File: src/rtl/drone_mix_pkg.sv
// Shared definitions for the quad-X motor mixer: default widths, axis
// indices, mixer FSM states and the motor/axis sign matrix.
package drone_mix_pkg;

    localparam int DEF_IN_W    = 16;
    localparam int DEF_MOTOR_W = 11;

    localparam int NUM_AXES   = 4;
    localparam int NUM_MOTORS = 4;

    // Axis order in which the sample is stepped through the shared adder.
    typedef logic [1:0] axis_idx_t;
    localparam axis_idx_t AXIS_THROTTLE = 2'd0;
    localparam axis_idx_t AXIS_PITCH    = 2'd1;
    localparam axis_idx_t AXIS_ROLL     = 2'd2;
    localparam axis_idx_t AXIS_YAW      = 2'd3;

    typedef enum logic [1:0] {
        ST_IDLE,
        ST_ACCUM,
        ST_SAT,
        ST_OUT
    } mix_state_t;

    // Row m (motor m+1), bit a (axis a): 1 = subtract the axis term, 0 = add.
    //   m1 = +T +P +R -Y   -> 4'b1000
    //   m2 = +T +P -R +Y   -> 4'b0100
    //   m3 = +T -P -R -Y   -> 4'b1110
    //   m4 = +T -P +R +Y   -> 4'b0010
    localparam logic [NUM_MOTORS-1:0][NUM_AXES-1:0] SUB_MATRIX = {
        4'b0010,   // m4
        4'b1110,   // m3
        4'b0100,   // m2
        4'b1000    // m1
    };

endpackage

File: src/rtl/motor_saturate.sv
// Combinational clamp of one signed mixer accumulator into the unsigned
// motor command range, forced to the minimum command when disarmed.
module motor_saturate
    import drone_mix_pkg::*;
#(
    parameter int ACC_W     = DEF_IN_W + 2,
    parameter int MOTOR_W   = DEF_MOTOR_W,
    parameter int MOTOR_MIN = 0,
    parameter int MOTOR_MAX = 2000
) (
    input  logic signed [ACC_W-1:0]   acc,
    input  logic                      armed,
    output logic        [MOTOR_W-1:0] cmd
);

    // Compare in a width that holds both the accumulator and the bounds as signed values.
    localparam int CMP_W = ((ACC_W > MOTOR_W) ? ACC_W : MOTOR_W) + 2;
    localparam logic signed [CMP_W-1:0] LO_BOUND = CMP_W'(MOTOR_MIN);
    localparam logic signed [CMP_W-1:0] HI_BOUND = CMP_W'(MOTOR_MAX);

    logic signed [CMP_W-1:0] acc_ext;

    assign acc_ext = {{(CMP_W - ACC_W){acc[ACC_W-1]}}, acc};

    // Clamp to [MOTOR_MIN, MOTOR_MAX]; disarmed always yields MOTOR_MIN.
    always_comb begin
        // NOTE: assigning the default first guarantees every path drives cmd,
        // so no latch is inferred.
        cmd = MOTOR_W'(MOTOR_MIN);
        if (armed) begin
            if (acc_ext > HI_BOUND) begin
                cmd = MOTOR_W'(MOTOR_MAX);
            end else if (acc_ext >= LO_BOUND) begin
                cmd = acc_ext[MOTOR_W-1:0];
            end
        end
    end

endmodule

File: src/rtl/motor_mix_scheduler.sv
// Time-multiplexed quad-X motor mixer. One sample is accepted per in_valid/
// in_ready handshake, its four axis terms are folded into four accumulators
// one axis per cycle, the results are clamped and presented together behind
// an out_valid/out_ready handshake.
// Optional link-loss watchdog: define MIXER_FAILSAFE_EN to add the
// FAILSAFE_CYCLES parameter and the failsafe output.
module motor_mix_scheduler
    import drone_mix_pkg::*;
#(
    parameter int IN_W      = DEF_IN_W,
    parameter int MOTOR_W   = DEF_MOTOR_W,
    parameter int MOTOR_MIN = 0,
    parameter int MOTOR_MAX = 2000
`ifdef MIXER_FAILSAFE_EN
    ,
    parameter int FAILSAFE_CYCLES = 1000000
`endif
) (
    input  logic                      clk,
    input  logic                      rst_n,
    input  logic signed [IN_W-1:0]    throttle_offset,
    input  logic signed [IN_W-1:0]    pitch_offset,
    input  logic signed [IN_W-1:0]    roll_offset,
    input  logic signed [IN_W-1:0]    yaw_offset,
    input  logic                      in_valid,
    output logic                      in_ready,
    input  logic                      armed,
    output logic        [MOTOR_W-1:0] motor_1_cmd,
    output logic        [MOTOR_W-1:0] motor_2_cmd,
    output logic        [MOTOR_W-1:0] motor_3_cmd,
    output logic        [MOTOR_W-1:0] motor_4_cmd,
    output logic                      out_valid,
    input  logic                      out_ready
`ifdef MIXER_FAILSAFE_EN
    ,
    output logic                      failsafe
`endif
);

    // Four signed terms summed/subtracted: two extra bits cannot overflow.
    localparam int ACC_W = IN_W + 2;
    localparam logic [MOTOR_W-1:0] CMD_MIN = MOTOR_W'(MOTOR_MIN);

    mix_state_t state, state_nxt;
    axis_idx_t  axis;
    logic       accept;

    logic signed [IN_W-1:0]  hold_t, hold_p, hold_r, hold_y;
    logic signed [IN_W-1:0]  axis_term;
    logic signed [ACC_W-1:0] term_ext;
    logic signed [ACC_W-1:0] acc     [NUM_MOTORS];
    logic        [MOTOR_W-1:0] sat_cmd [NUM_MOTORS];
    logic        [MOTOR_W-1:0] cmd     [NUM_MOTORS];

`ifdef MIXER_FAILSAFE_EN
    localparam int WD_W = $clog2(FAILSAFE_CYCLES + 1);
    localparam logic [WD_W-1:0] WD_LIMIT = WD_W'(FAILSAFE_CYCLES);

    logic [WD_W-1:0] wd_cnt;
    logic            fs_trip;
`endif

    assign accept = in_valid && in_ready;

    // State register.
    always_ff @(posedge clk or negedge rst_n) begin
        // NOTE: sequential state uses non-blocking assignments so every
        // register samples pre-edge values, independent of block ordering.
        if (!rst_n) begin
            state <= ST_IDLE;
        end else begin
            state <= state_nxt;
        end
    end

    // Next-state and handshake outputs.
    always_comb begin
        state_nxt = state;
        in_ready  = 1'b0;
        out_valid = 1'b0;
        unique case (state)
            ST_IDLE: begin
                in_ready = 1'b1;
                if (in_valid) state_nxt = ST_ACCUM;
            end
            ST_ACCUM: begin
                if (axis == AXIS_YAW) state_nxt = ST_SAT;
            end
            ST_SAT: begin
                state_nxt = ST_OUT;
            end
            ST_OUT: begin
                out_valid = 1'b1;
                if (out_ready) state_nxt = ST_IDLE;
            end
            default: state_nxt = ST_IDLE;
        endcase
    end

    // Capture the accepted sample; upstream may change its inputs afterwards.
    always_ff @(posedge clk) begin
        // NOTE: pure data holding registers carry no reset: they are always
        // written on accept before the accumulators read them.
        if (accept) begin
            hold_t <= throttle_offset;
            hold_p <= pitch_offset;
            hold_r <= roll_offset;
            hold_y <= yaw_offset;
        end
    end

    // Select the axis term fed to the shared add/subtract stage.
    always_comb begin
        axis_term = hold_t;
        unique case (axis)
            AXIS_THROTTLE: axis_term = hold_t;
            AXIS_PITCH:    axis_term = hold_p;
            AXIS_ROLL:     axis_term = hold_r;
            AXIS_YAW:      axis_term = hold_y;
            default:       axis_term = hold_t;
        endcase
    end

    assign term_ext = {{(ACC_W - IN_W){axis_term[IN_W-1]}}, axis_term};

    // Axis sequencing and per-motor accumulation following the sign matrix.
    always_ff @(posedge clk or negedge rst_n) begin
        if (!rst_n) begin
            axis <= AXIS_THROTTLE;
            for (int m = 0; m < NUM_MOTORS; m++) acc[m] <= '0;
        end else if (accept) begin
            axis <= AXIS_THROTTLE;
            for (int m = 0; m < NUM_MOTORS; m++) acc[m] <= '0;
        end else if (state == ST_ACCUM) begin
            axis <= axis + 2'd1;
            for (int m = 0; m < NUM_MOTORS; m++) begin
                acc[m] <= SUB_MATRIX[m][axis] ? (acc[m] - term_ext)
                                              : (acc[m] + term_ext);
            end
        end
    end

    for (genvar g = 0; g < NUM_MOTORS; g++) begin : g_sat
        motor_saturate #(
            .ACC_W     (ACC_W),
            .MOTOR_W   (MOTOR_W),
            .MOTOR_MIN (MOTOR_MIN),
            .MOTOR_MAX (MOTOR_MAX)
        ) u_sat (
            .acc   (acc[g]),
            .armed (armed),
            .cmd   (sat_cmd[g])
        );
    end

    // Command registers: loaded in SAT, held through and after the output handshake.
    always_ff @(posedge clk or negedge rst_n) begin
        if (!rst_n) begin
            for (int m = 0; m < NUM_MOTORS; m++) cmd[m] <= CMD_MIN;
        end else if (state == ST_SAT) begin
            for (int m = 0; m < NUM_MOTORS; m++) cmd[m] <= sat_cmd[m];
        end
`ifdef MIXER_FAILSAFE_EN
        else if (fs_trip) begin
            for (int m = 0; m < NUM_MOTORS; m++) cmd[m] <= CMD_MIN;
        end
`endif
    end

    assign motor_1_cmd = cmd[0];
    assign motor_2_cmd = cmd[1];
    assign motor_3_cmd = cmd[2];
    assign motor_4_cmd = cmd[3];

`ifdef MIXER_FAILSAFE_EN
    // Trip only while idle, so an in-flight sample is never cut short.
    assign fs_trip = (state == ST_IDLE) && (wd_cnt == WD_LIMIT) && !accept;

    // Link-loss watchdog: cleared by each accepted sample, saturates at the limit.
    always_ff @(posedge clk or negedge rst_n) begin
        if (!rst_n) begin
            wd_cnt <= '0;
        end else if (accept) begin
            wd_cnt <= '0;
        end else if (wd_cnt != WD_LIMIT) begin
            wd_cnt <= wd_cnt + WD_W'(1);
        end
    end

    // Failsafe flag: set on a trip, cleared by the next accepted sample.
    always_ff @(posedge clk or negedge rst_n) begin
        if (!rst_n) begin
            failsafe <= 1'b0;
        end else if (accept) begin
            failsafe <= 1'b0;
        end else if (fs_trip) begin
            failsafe <= 1'b1;
        end
    end
`endif

endmodule

File: config.mk
export PLATFORM = sky130hd
export DESIGN_NAME = motor_mix_scheduler
export DESIGN_NICKNAME = d
export VERILOG_FILES = /design/src/rtl/drone_mix_pkg.sv /design/src/rtl/motor_saturate.sv /design/src/rtl/motor_mix_scheduler.sv
export SDC_FILE = /design/constraint.sdc
export NUM_CORES = 1
export LEC_CHECK = 0
export ABC_CLOCK_PERIOD_IN_PS = 6900
export CORE_UTILIZATION = 40
export CTS_CLUSTER_DIAMETER = 80
export DETAILED_ROUTE_END_ITERATION = 12
export GPL_TIMING_DRIVEN = 0
export MAX_ROUTING_LAYER = met4
export PLACE_DENSITY = 0.67
export SYNTH_ARGS = -nofsm -noshare
export SYNTH_HDL_FRONTEND = slang
export SYNTH_SLANG_ARGS = --single-unit
File: constraint.sdc
create_clock -name clk -period 6.9 [get_ports clk]
set_input_delay 1.38 -clock clk [delete_from_list [all_inputs] [get_ports clk]]
set_output_delay 1.38 -clock clk [all_outputs]
set_load 0.005 [all_outputs]
* After elaboration in Yosys (flattened, before gate mapping)
Index checks and enable logic that the tools add are counted.
** Word-level totals
- Register bits :: 184
- Input port bits :: 69
- Output and inout port bits :: 46
- Word-level logic and storage cells :: 81
** Cells by class
- Add/sub/neg operators :: 9
- Magnitude comparators :: 9
- Eq/ne operators :: 9
- Multiplexer cells :: 35
- Reduce and logical (&&, ||, !) cells :: 5
** Operators with widths (count)
- 72-bit two-way mux :: 2
- 11-bit two-way mux :: 12
- 18-bit by 16-bit adder with 18-bit output :: 4
- 18-bit by 1-bit >= comparator with 1-bit output (second input constant) :: 4
- 18-bit by 12-bit > comparator with 1-bit output (second input constant) :: 4
- 18-bit two-way mux :: 4
- 18-bit by 16-bit subtractor with 18-bit output :: 4
- 16-bit case mux with 4 select lines :: 1
- 2-bit two-way mux :: 5
- 1-bit binary-select mux with 2-bit select :: 4
- 2-bit == test (second input constant) :: 4
- 2-bit case mux with 4 select lines :: 1
- 1-bit two-way mux :: 6
- 2-bit inequality test (second input constant) :: 3
- 2-bit by 1-bit == test with 1-bit output (second input constant) :: 2
- 2-bit logical NOT :: 2
- 2-bit by 3-bit less-than comparator with 1-bit output (second input constant) :: 1
- 3-bit AND reduction :: 1
- 2-bit by 1-bit adder with 2-bit output (second input constant) :: 1
- 2-bit nonzero test :: 1
- 1-bit logical AND :: 1

* Longest topological paths before layout
Gate-level depths: netlist of the first run.
- Depth in word-level cells :: 6
- Gate-level depth with buffers :: 23
- Depth with buffers taken out :: 21

* Cells and area by module
From an unflattened synthesis of the first run, not the netlist that was laid out.
** Second synthesis, totals
- Cell total of the unflattened synthesis :: 1204
- Area total of the unflattened synthesis :: 12044.1 um2
** Modules (own cells, without submodules)
- motor_mix_scheduler :: instances 1, cells each 1096, area each 11313.4 um2, seq. area each 4924.7 um2
- motor_saturate :: instances 4, cells each 27, area each 182.7 um2, seq. area each 0.0 um2

* Least setup slack after synthesis of the first run
Ideal clock, no wire load.
- Path kind :: reg2reg
- From :: register axis[0]
- To :: register acc[17] (netlist bit)
- Setup time :: 0.120 ns
- Arrival :: 4.696 ns
- Required time :: 6.780 ns
- Setup slack :: 2.084 ns
- Cell stages (with the launch flop) :: 23
- Buffers on the path :: 2
- Period minus slack after synthesis :: 4.816 ns
- Path through :: dfrtp_1 > inv_1 > ha_1 > inv_1 > buf_2 > clkbuf_1 > mux2_2 > inv_1 > ha_1 > nand2b_1 > or3_1 > nor3_2 > nor2_1 > xnor2_1 > ha_1 > and2_1 > a221o_1 > a31oi_1 > o211ai_1 > a41oi_1 > xnor2_1 > a21oi_1 > a31o_2
** On the way
- Longest elaborated chain between the ends :: 6
- Elaborated cells on any way between the ends :: 12
- Those cells by class :: add/sub: 2; eq/ne: 3; mux: 6; reduce/logical: 1
** RTL lines
- from (decl) :: line motor_mix_scheduler.sv:45 : axis_idx_t axis;
- from (signal assigned) :: line motor_mix_scheduler.sv:135 : axis <= axis + 2'd1;
- 2-bit == test, or another cell as far along :: line motor_mix_scheduler.sv:115 : unique case (axis)
- 16-bit case mux with 4 select lines :: line motor_mix_scheduler.sv:115
- 18-bit by 16-bit adder with 18-bit output or 18-bit by 16-bit subtractor with 18-bit output (tied branches) :: line motor_mix_scheduler.sv:138, motor_mix_scheduler.sv:137
- 18-bit two-way mux * :: line motor_mix_scheduler.sv:137 : acc[m] <= SUB_MATRIX[m][axis] ? (acc[m] - term_ext)
- 72-bit two-way mux * :: line motor_mix_scheduler.sv:134 : end else if (state == ST_ACCUM) begin
- 72-bit two-way mux * :: line motor_mix_scheduler.sv:131 : end else if (accept) begin
- to (signal, indexed assignment) :: line motor_mix_scheduler.sv:137
- to (decl) :: line motor_mix_scheduler.sv:51 : logic signed [ACC_W-1:0] acc [NUM_MOTORS];
Mark *: on every way between the ends. The rest lies on a longest branch, timed or not. The select of a mux whose other input is x is not followed.
A chain may end at the register's enable or synchronous reset.

* Worst setup path after layout of the first run
- From :: register axis[0]
- To :: register acc[35] (netlist bit)
Same word-level chain as after synthesis.

==> results_tabular.tex, run 1 <==
\begin{tabular}{lr}
\hline
Metric & Value \\
\hline
\multicolumn{2}{l}{\textbf{Critical path}} \\
Reg2Reg Setup Slack & 0.75 ns \\
Critical path data arrival time & roughly 6.5 ns \\
Number of cells on the critical path & 22 \\
Kind of cell adding the most delay to the critical path & simple AND/OR/NAND/NOR gates \\
Cell Chain, Critical Path & inv\_1 -> ha\_1 -> inv\_1 -> buf\_2 -> clkbuf\_1 -> mux2\_2 -> inv\_1 -> ha\_1 -> nand2b\_1 -> or3\_1 -> nor3\_2 -> nor2b\_1 -> xnor2\_1 -> ha\_1 -> and2\_1 -> a221o\_1 -> a31oi\_1 -> o211ai\_1 -> a41oi\_1 -> xnor2\_1 -> a21oi\_1 -> a31o\_1 \\
Maximum fanout along the worst path & 10 \\
Setup crit end & acc[35]\$\_DFFE\_PN0P\_ \\
Worst path bufs/invs & 5 \\
Worst path slowest cell & nor3\_2 \\
Max stage delay on crit path & around 0.53 ns \\
Reg2reg end & acc[35]\$\_DFFE\_PN0P\_ \\
Worst setup startpoint & axis[0]\$\_DFFE\_PN0P\_ \\
Kind of critical path & reg2reg \\
Required time worst endpoint & 7.24 ns \\
Number of cells traversed by the worst register-to-register path & 22 \\
Sort of element at the start of the critical path & flip-flop \\
Critical path capture point type & flip-flop \\
Worst r2r src & axis[0]\$\_DFFE\_PN0P\_ \\
\multicolumn{2}{l}{\textbf{Clock tree}} \\
Post-cts resize count & 0 \\
Clock slew at the register clock pins of the worst setup and hold paths & 0.08 ns \\
Number of buffers inserted to repair setup after CTS & 0 \\
Clock net sink count & 184 \\
Post-CTS Hold Buffers & 0 \\
Clock tree from TritonCTS & built \\
Clock Path Buffers & 2 \\
Root Driver & clkbuf\_16 \\
H-tree levels & 4 \\
Latest clock arrival within the worst-skew pair & 0.44 ns \\
Clock buffer count from CTS & 17 \\
\multicolumn{2}{l}{\textbf{STA}} \\
Final critical-path required period & 6.15 ns \\
Final hold violation count & 0 \\
Setup repair after global routing missed its margin & no \\
Setup violations, final & 0 \\
Highest attainable clock frequency & 163 MHz \\
Worst-case clock skew & around 0.013 ns \\
Final period utilization & 89.1\% \\
Slew margin rel. & 22.6\% \\
Slew Viols, Final & 0 \\
Least-Margin Pin Slew & around 1.2 ns \\
\multicolumn{2}{l}{\textbf{Logic synthesis}} \\
Number of different library cells in the post-synthesis netlist & between 70 and 80 \\
Mapped Area & 11700 um2 \\
Syn. warnings & 0 \\
Count of flip-flops with a built-in enable after synthesis & 64 \\
Sequential share of the synthesized area & 42.2\% \\
Gate count of the mapped netlist & 1236 \\
Synth Net Count & 1387 \\
Seq cells post-synth & 184 \\
Most instantiated flip-flop cell in the synthesis netlist & dfrtp\_1 \\
Mean area per synthesized cell & about 9.4 um2 \\
FFs w/ async S/R, synth & 65.2\% \\
\multicolumn{2}{l}{\textbf{Floorplan}} \\
Standard-cell rows & 62 \\
Die Outline Area & 29800 um2 \\
Number of ports placed on the die boundary & roughly 120 \\
Placeable core area & roughly 29000 um2 \\
Effective utilization at floorplan & 40.6\% \\
X dimension of the die & 173 um \\
Overall die height & between 150 and 200 um \\
\multicolumn{2}{l}{\textbf{Routing}} \\
Post-route ant nets & 0 \\
Detailed-routing iteration count for the pre-antenna-repair pass & 6 \\
Post-Route WL & 32.8 mm \\
Number of violations reported at the end of detailed-routing iteration 0 & 690 \\
Remaining DRCs & 0 \\
Total number of vias & 9792 \\
Vias per Instance & 5.54 \\
Drt wl/cell & $\sim$19 um \\
\multicolumn{2}{l}{\textbf{Global routing}} \\
Total Routing Usage GR & 22.9\% \\
Via count of the first global-routing pass & 9657 \\
GR Util met2 & about a third \\
Antenna violations before repair & 0 \\
GR Util met1 & 30.8\% \\
Highest-utilization routing layer at the global route stage & met2 \\
Fraction of met3 tracks used by global routing & 3.69\% \\
Wire length of the first global-routing pass & 51.8 mm \\
Leftover overflow at the end of global routing & 0 \\
Largest net degree at the start of global routing & 78 \\
\multicolumn{2}{l}{\textbf{Layout}} \\
Fraction of layout cells with a size suffix above 1 & 4.77\% \\
Fillers & 2751 \\
Synth-to-Final Area Change & 19.4\% \\
Ant diodes & 0 \\
NumNets Final & 1522 \\
Final std cells w/o fill & 1768 \\
\multicolumn{2}{l}{\textbf{Status}} \\
Result of the run & complete, no violations \\
\multicolumn{2}{l}{\textbf{Place}} \\
Global placer's final weighted congestion & 0.961 \\
Placed wire-length estimate after detailed placement & 24.3 mm \\
Number of port buffers & 114 \\
Number of instances in the placed design & around 1700 \\
\multicolumn{2}{l}{\textbf{Flow run}} \\
Number of maximum-capacitance constraint violations & 0 \\
\multicolumn{2}{l}{\textbf{Worst hold path}} \\
Worst hold-check path type & reg2reg \\
\hline
\end{tabular}
==> layout make-up <==
class,count,area (um2),area share [%]
repair buffers,116,1200,8.60
clock inverters,15,156,1.12
well taps,384,480,3.45
multi-input cells,918,6200,44.6
inverters,90,338,2.43
flip-flops and latches,184,4920,35.4
plain buffers,44,195,1.40
clock buffers,17,425,3.06
==> flip-flops by register name (all words and copies together) (netlist names) <==
signal       count
hold_r          16
motor_2_cmd     11
hold_p          16
motor_1_cmd     11
hold_t          16
motor_4_cmd     11
hold_y          16
acc             72
motor_3_cmd     11
state            2
axis             2
==> worst min path at each step <==
stage / slack, ns / depth (start not counted) / to / start
CTS: 0.53 / 2 / motor_1_cmd[0]$_DFFE_PN0P_ / motor_1_cmd[0]$_DFFE_PN0P_
global route: 0.54 / 2 / motor_4_cmd[5]$_DFFE_PN0P_ / motor_4_cmd[5]$_DFFE_PN0P_
finish: 0.52 / 2 / motor_1_cmd[5]$_DFFE_PN0P_ / motor_1_cmd[5]$_DFFE_PN0P_
global placement: 0.51 / 2 / motor_1_cmd[1]$_DFFE_PN0P_ / motor_1_cmd[1]$_DFFE_PN0P_
floorplan: 0.49 / 2 / motor_1_cmd[0]$_DFFE_PN0P_ / acc[54]$_DFFE_PN0P_
detailed placement: 0.51 / 2 / motor_1_cmd[0]$_DFFE_PN0P_ / motor_1_cmd[0]$_DFFE_PN0P_
==> per-layer routing <==
layer / routed length (um) / up-vias
met1: 15200 / 4713
li1: - / 4697
met4: 992 / 0
met3: 1860 / 59
met5: 0 / -
met2: 14800 / 323
==> worst register-to-register path, stage by stage (launching register included) <==
cell	delay [ns]
dfrtp_1	0.42
inv_1	0.10
ha_1	0.27
inv_1	0.10
buf_2	0.25
clkbuf_1	0.40
mux2_2	0.52
inv_1	0.10
ha_1	0.32
nand2b_1	0.20
or3_1	0.40
nor3_2	0.53
nor2b_1	0.13
xnor2_1	0.18
ha_1	0.38
and2_1	0.18
a221o_1	0.35
a31oi_1	0.25
o211ai_1	0.16
a41oi_1	0.31
xnor2_1	0.18
a21oi_1	0.09
a31o_1	0.22
==> synth_stat cells (35+ instances only) <==
cell type	n	area, um2
a21oi_1	68	340
o21ai_0	90	450
edfxtp_1	64	1920
ha_1	78	976
xnor2_1	76	666
nor2_1	145	544
clkbuf_1	35	131
nand2_1	86	323
dfrtp_1	120	3000
mux2i_1	38	380
inv_1	88	330
==> stage by stage <==
stage	worst slack (ns)	util (%)	instance area [um2]	hold WS [ns]	setup TNS (ns)
floorplan	2.08	-	11700	0.488	0
global placement	-0.630	46.3	13300	0.513	-73.80
detailed placement	0.913	46.5	13300	0.513	0
CTS	0.823	48.5	13900	0.527	0
global route	0.380	48.5	13900	0.538	0
finish	0.752	48.5	13900	0.519	0
==> placed cells by master (no fill, tap or decap), types with 16 or more instances in the layout <==
cell type,Yosys,routed
a21oi_1,68,68
xnor2_1,76,76
clkdlybuf4s50_1,0,113
mux2i_1,38,38
xor2_1,17,17
dfrtp_1,120,120
inv_1,88,88
nor2b_1,34,34
clkbuf_1,35,34
nand2_1,86,86
ha_1,78,78
o211ai_1,30,30
a21o_1,20,20
nand3_1,19,19
o21ai_0,90,90
a211oi_1,16,16
nor2_1,145,145
edfxtp_1,64,64
nor3_1,34,34
clkbuf_16,0,17
==> logic make-up after synthesis <==
kind of cell / after synthesis / synth area share [%]
compound gates: 324 / 18.3
xor+xnor: 93 / 6.99
fa+ha+maj: 82 / 9.06
buf+inv: 134 / 4.54
flops: 184 / 42.2
mux: 43 / 3.75
simple gates: 376 / 15.1
Power of run 1 is left out: the tool's default activity adds up to more than one toggle a clock period on the data nets, which glitch-free logic cannot reach.
==> run 2, diff against run 1 <==
--- a/config.mk
+++ b/config.mk
@@ -5,7 +5,7 @@
 export SDC_FILE = /design/constraint.sdc
 export NUM_CORES = 1
 export LEC_CHECK = 0
-export ABC_CLOCK_PERIOD_IN_PS = 6900
+export ABC_CLOCK_PERIOD_IN_PS = 7200
 export CORE_UTILIZATION = 40
 export CTS_CLUSTER_DIAMETER = 80
 export DETAILED_ROUTE_END_ITERATION = 12
==> constraint.sdc (replaced) <==
create_clock -name clk -period 7.2 [get_ports clk]
set_input_delay 1.44 -clock clk [delete_from_list [all_inputs] [get_ports clk]]
set_output_delay 1.44 -clock clk [all_outputs]
set_load 0.005 [all_outputs]
==> results of run 2 <==
The final DEF is identical to that of run 1. Status: complete, no violations.
Main changes from that run: setup slack after placement 0.913 ns -> 1.21 ns; setup slack after layout 0.752 ns -> 1.05 ns; register-to-register setup slack 0.75 ns -> 1.05 ns
Power of run 2 is left out for the same reason.
==> run 3, diff against run 2 <==
--- a/config.mk
+++ b/config.mk
@@ -6,12 +6,12 @@
 export NUM_CORES = 1
 export LEC_CHECK = 0
 export ABC_CLOCK_PERIOD_IN_PS = 7200
-export CORE_UTILIZATION = 40
+export CORE_UTILIZATION = 45
 export CTS_CLUSTER_DIAMETER = 80
 export DETAILED_ROUTE_END_ITERATION = 12
 export GPL_TIMING_DRIVEN = 0
 export MAX_ROUTING_LAYER = met4
-export PLACE_DENSITY = 0.67
+export PLACE_DENSITY = 0.73
 export SYNTH_ARGS = -nofsm -noshare
 export SYNTH_HDL_FRONTEND = slang
 export SYNTH_SLANG_ARGS = --single-unit
==> run 3 against run 2 <==
Compared with the run above:
- die area down 11%
- largest cell class unchanged
- utilization up 6.1 points
- fmax up 3.1%
- flip-flop and latch count unchanged
- critical path type unchanged
- final cell count down 3.1%
==> results_tabular.tex, run 3 (synthesized netlist as in run 1, its figures left out) <==
\begin{tabular}{lr}
\hline
Metric & Value \\
\hline
\multicolumn{2}{l}{\textbf{Status}} \\
Result of the run & complete, no violations \\
\multicolumn{2}{l}{\textbf{Routing}} \\
Total number of vias & 9789 (-0.031\%) \\
Post-route ant nets & 0 (unchanged) \\
Detailed-routing iteration count for the pre-antenna-repair pass & 5 (-1) \\
Number of violations reported at the end of detailed-routing iteration 0 & 790 (+14\%) \\
Drt wl/cell & 18.8 um (+1.0\%) \\
Remaining DRCs & 0 (unchanged) \\
Post-Route WL & 32.2 mm (-2.1\%) \\
Vias per Instance & 5.71 (+3.1\%) \\
\multicolumn{2}{l}{\textbf{Layout}} \\
Synth-to-Final Area Change & 18.7\% \\
Area of all sequential standard cells & 4920 um2 (unchanged) \\
Final std cells w/o fill & 1714 (-3.1\%) \\
Fillers & 2261 (-18\%) \\
Flip-flop count of the largest register after layout & 72 (unchanged) \\
Most frequent cells in the layout & 145 x nor2\_1, 120 x dfrtp\_1, 113 x clkdlybuf4s50\_1 \\
Area of the multi-input gates & 6200 um2 (unchanged) \\
Most frequent standard cell in the layout excluding fill and tap cells & nor2\_1 \\
Fraction of layout cells with a size suffix above 1 & 4.70\% (-0.072 points) \\
Largest register by flop count & acc \\
Ant diodes & 0 (unchanged) \\
NumNets Final & 1522 (unchanged) \\
\multicolumn{2}{l}{\textbf{Clock tree}} \\
Clock slew at the register clock pins of the worst setup and hold paths & 0.08 ns (about the same) \\
Post-cts resize count & 0 (unchanged) \\
Clock buffer count from CTS & 17 (unchanged) \\
Clock tree from TritonCTS & built \\
Number of buffers inserted to repair setup after CTS & 0 (unchanged) \\
H-tree levels & 4 (unchanged) \\
Root Driver & clkbuf\_16 \\
Latest clock arrival within the worst-skew pair & 0.45 ns (about the same) \\
Clock net sink count & 184 (unchanged) \\
Clock Path Buffers & 2 (unchanged) \\
Post-CTS Hold Buffers & 0 (unchanged) \\
\multicolumn{2}{l}{\textbf{Critical path}} \\
Sort of element at the start of the critical path & flip-flop \\
Cell Chain, Critical Path & inv\_1 -> ha\_1 -> inv\_1 -> buf\_2 -> clkbuf\_1 -> mux2\_2 -> inv\_1 -> ha\_1 -> nand2b\_1 -> nor3\_1 -> nor2\_1 -> xnor2\_1 -> ha\_1 -> a2111o\_1 -> o211ai\_1 -> o221ai\_1 -> a2111oi\_0 -> nor3\_1 -> o21ai\_1 -> mux2i\_1 \\
Critical path data arrival time & 6.34 ns (-0.14 ns) \\
Worst path bufs/invs & 5 (unchanged) \\
Required time worst endpoint & $\sim$7.6 ns \\
Kind of cell adding the most delay to the critical path & compound AO/OA/AOI/OAI gates \\
Critical path capture point type & flip-flop \\
Max stage delay on crit path & 0.60 ns (+0.07 ns) \\
Kind of critical path & reg2reg \\
Maximum fanout along the worst path & 10 (unchanged) \\
Worst path slowest cell & a2111oi\_0 \\
\multicolumn{2}{l}{\textbf{Place}} \\
Worst setup timing slack at the placement stage & 1.39 ns \\
Number of port buffers & 114 (unchanged) \\
Global placer's final weighted congestion & 0.960 (about the same) \\
Placed wire-length estimate after detailed placement & 23.9 mm (-1.7\%) \\
Number of instances in the placed design & 1682 (-3.1\%) \\
\multicolumn{2}{l}{\textbf{Floorplan}} \\
Number of ports placed on the die boundary & 115 (unchanged) \\
X dimension of the die & 163 um (-5.7\%) \\
Standard-cell rows & 58 (-6.5\%) \\
Placeable core area & 25300 um2 (-12\%) \\
Die Outline Area & 26500 um2 (-11\%) \\
Effective utilization at floorplan & 46.0\% (+5.4 points) \\
Overall die height & 163 um (-5.7\%) \\
\multicolumn{2}{l}{\textbf{Global routing}} \\
Via count of the first global-routing pass & 9525 (-1.4\%) \\
Total Routing Usage GR & 25.9\% (+3.0 points) \\
Largest net degree at the start of global routing & 85 (+9.0\%) \\
Wire length of the first global-routing pass & 51.0 mm (-1.6\%) \\
Antenna violations before repair & 0 (unchanged) \\
Leftover overflow at the end of global routing & 0 (unchanged) \\
\multicolumn{2}{l}{\textbf{STA}} \\
Highest attainable clock frequency & 168 MHz (+3.1\%) \\
Least-Margin Pin Slew & 1.04 ns (-0.122 ns) \\
Final critical-path required period & between 5 and 6 ns \\
Worst Setup Slack, final & 1.24 ns \\
Setup violations, final & 0 (unchanged) \\
Slew Viols, Final & 0 (unchanged) \\
Worst-case clock skew & 0.0135 ns (+0.00102 ns) \\
Final hold violation count & 0 (unchanged) \\
Setup repair after global routing missed its margin & no \\
Final period utilization & between 80\% and 90\% \\
Slew margin rel. & 30.8\% (+8.1 points) \\
\multicolumn{2}{l}{\textbf{Flow run}} \\
Number of maximum-capacitance constraint violations & 0 (unchanged) \\
\multicolumn{2}{l}{\textbf{Worst hold path}} \\
Worst hold-check path type & reg2reg \\
\hline
\end{tabular}
run 3: final cells by class:
cell class                 count  area share, %
multi-input combinational    918           44.8
sequential                   184           35.6
timing repair buffer         116           8.66
clock buffer                  17           3.08
tap                          330           2.99
inverter                      90           2.44
buffer                        44           1.41
clock inverter                15          0.977
run 3: final timing paths:
| path | start | to | slack, ns | cells after the start |
|---|---|---|---|---|
| min | motor_4_cmd[0]$_DFFE_PN0P_ | motor_4_cmd[0]$_DFFE_PN0P_ | 0.52 | 2 |
| max in group asynchronous | rst_n | acc[28]$_DFFE_PN0P_ | 5.54 | 2 |
| min in group asynchronous | rst_n | motor_1_cmd[8]$_DFFE_PN0P_ | 0.88 | 1 |
| max reg2reg | axis[0]$_DFFE_PN0P_ | acc[71]$_DFFE_PN0P_ | 1.24 | 20 |
| max | axis[0]$_DFFE_PN0P_ | acc[71]$_DFFE_PN0P_ | 1.24 | 20 |
| min reg2reg | motor_4_cmd[0]$_DFFE_PN0P_ | motor_4_cmd[0]$_DFFE_PN0P_ | 0.52 | 2 |
run 3: worst min-delay path, cell delays in order (launching register included):
cell and delay (ns):
dfrtp_1 0.38, inv_1 0.05, o21ai_0 0.06
run 3: layer usage:
metal	vias up	GRT usage [%]	routed length [um]
li1	4702	-	-
met1	4695	33.6	14300
met2	328	40.7	15000
met3	64	3.87	1940
met4	0	10.3	998
met5	-	-	0
run 3: metrics by stage:
stage | cell area [um2] | util [%] | hold WS (ns) | setup TNS (ns)
global route | 13800 | 54.6 | 0.546 | 0
detailed placement | 13300 | 52.4 | 0.515 | 0
global placement | 13200 | 52.2 | 0.511 | -31.85
floorplan | 11700 | - | 0.488 | 0
CTS | 13800 | 54.6 | 0.526 | 0
finish | 13800 | 54.6 | 0.521 | 0
Power of run 3 is left out for the same reason.
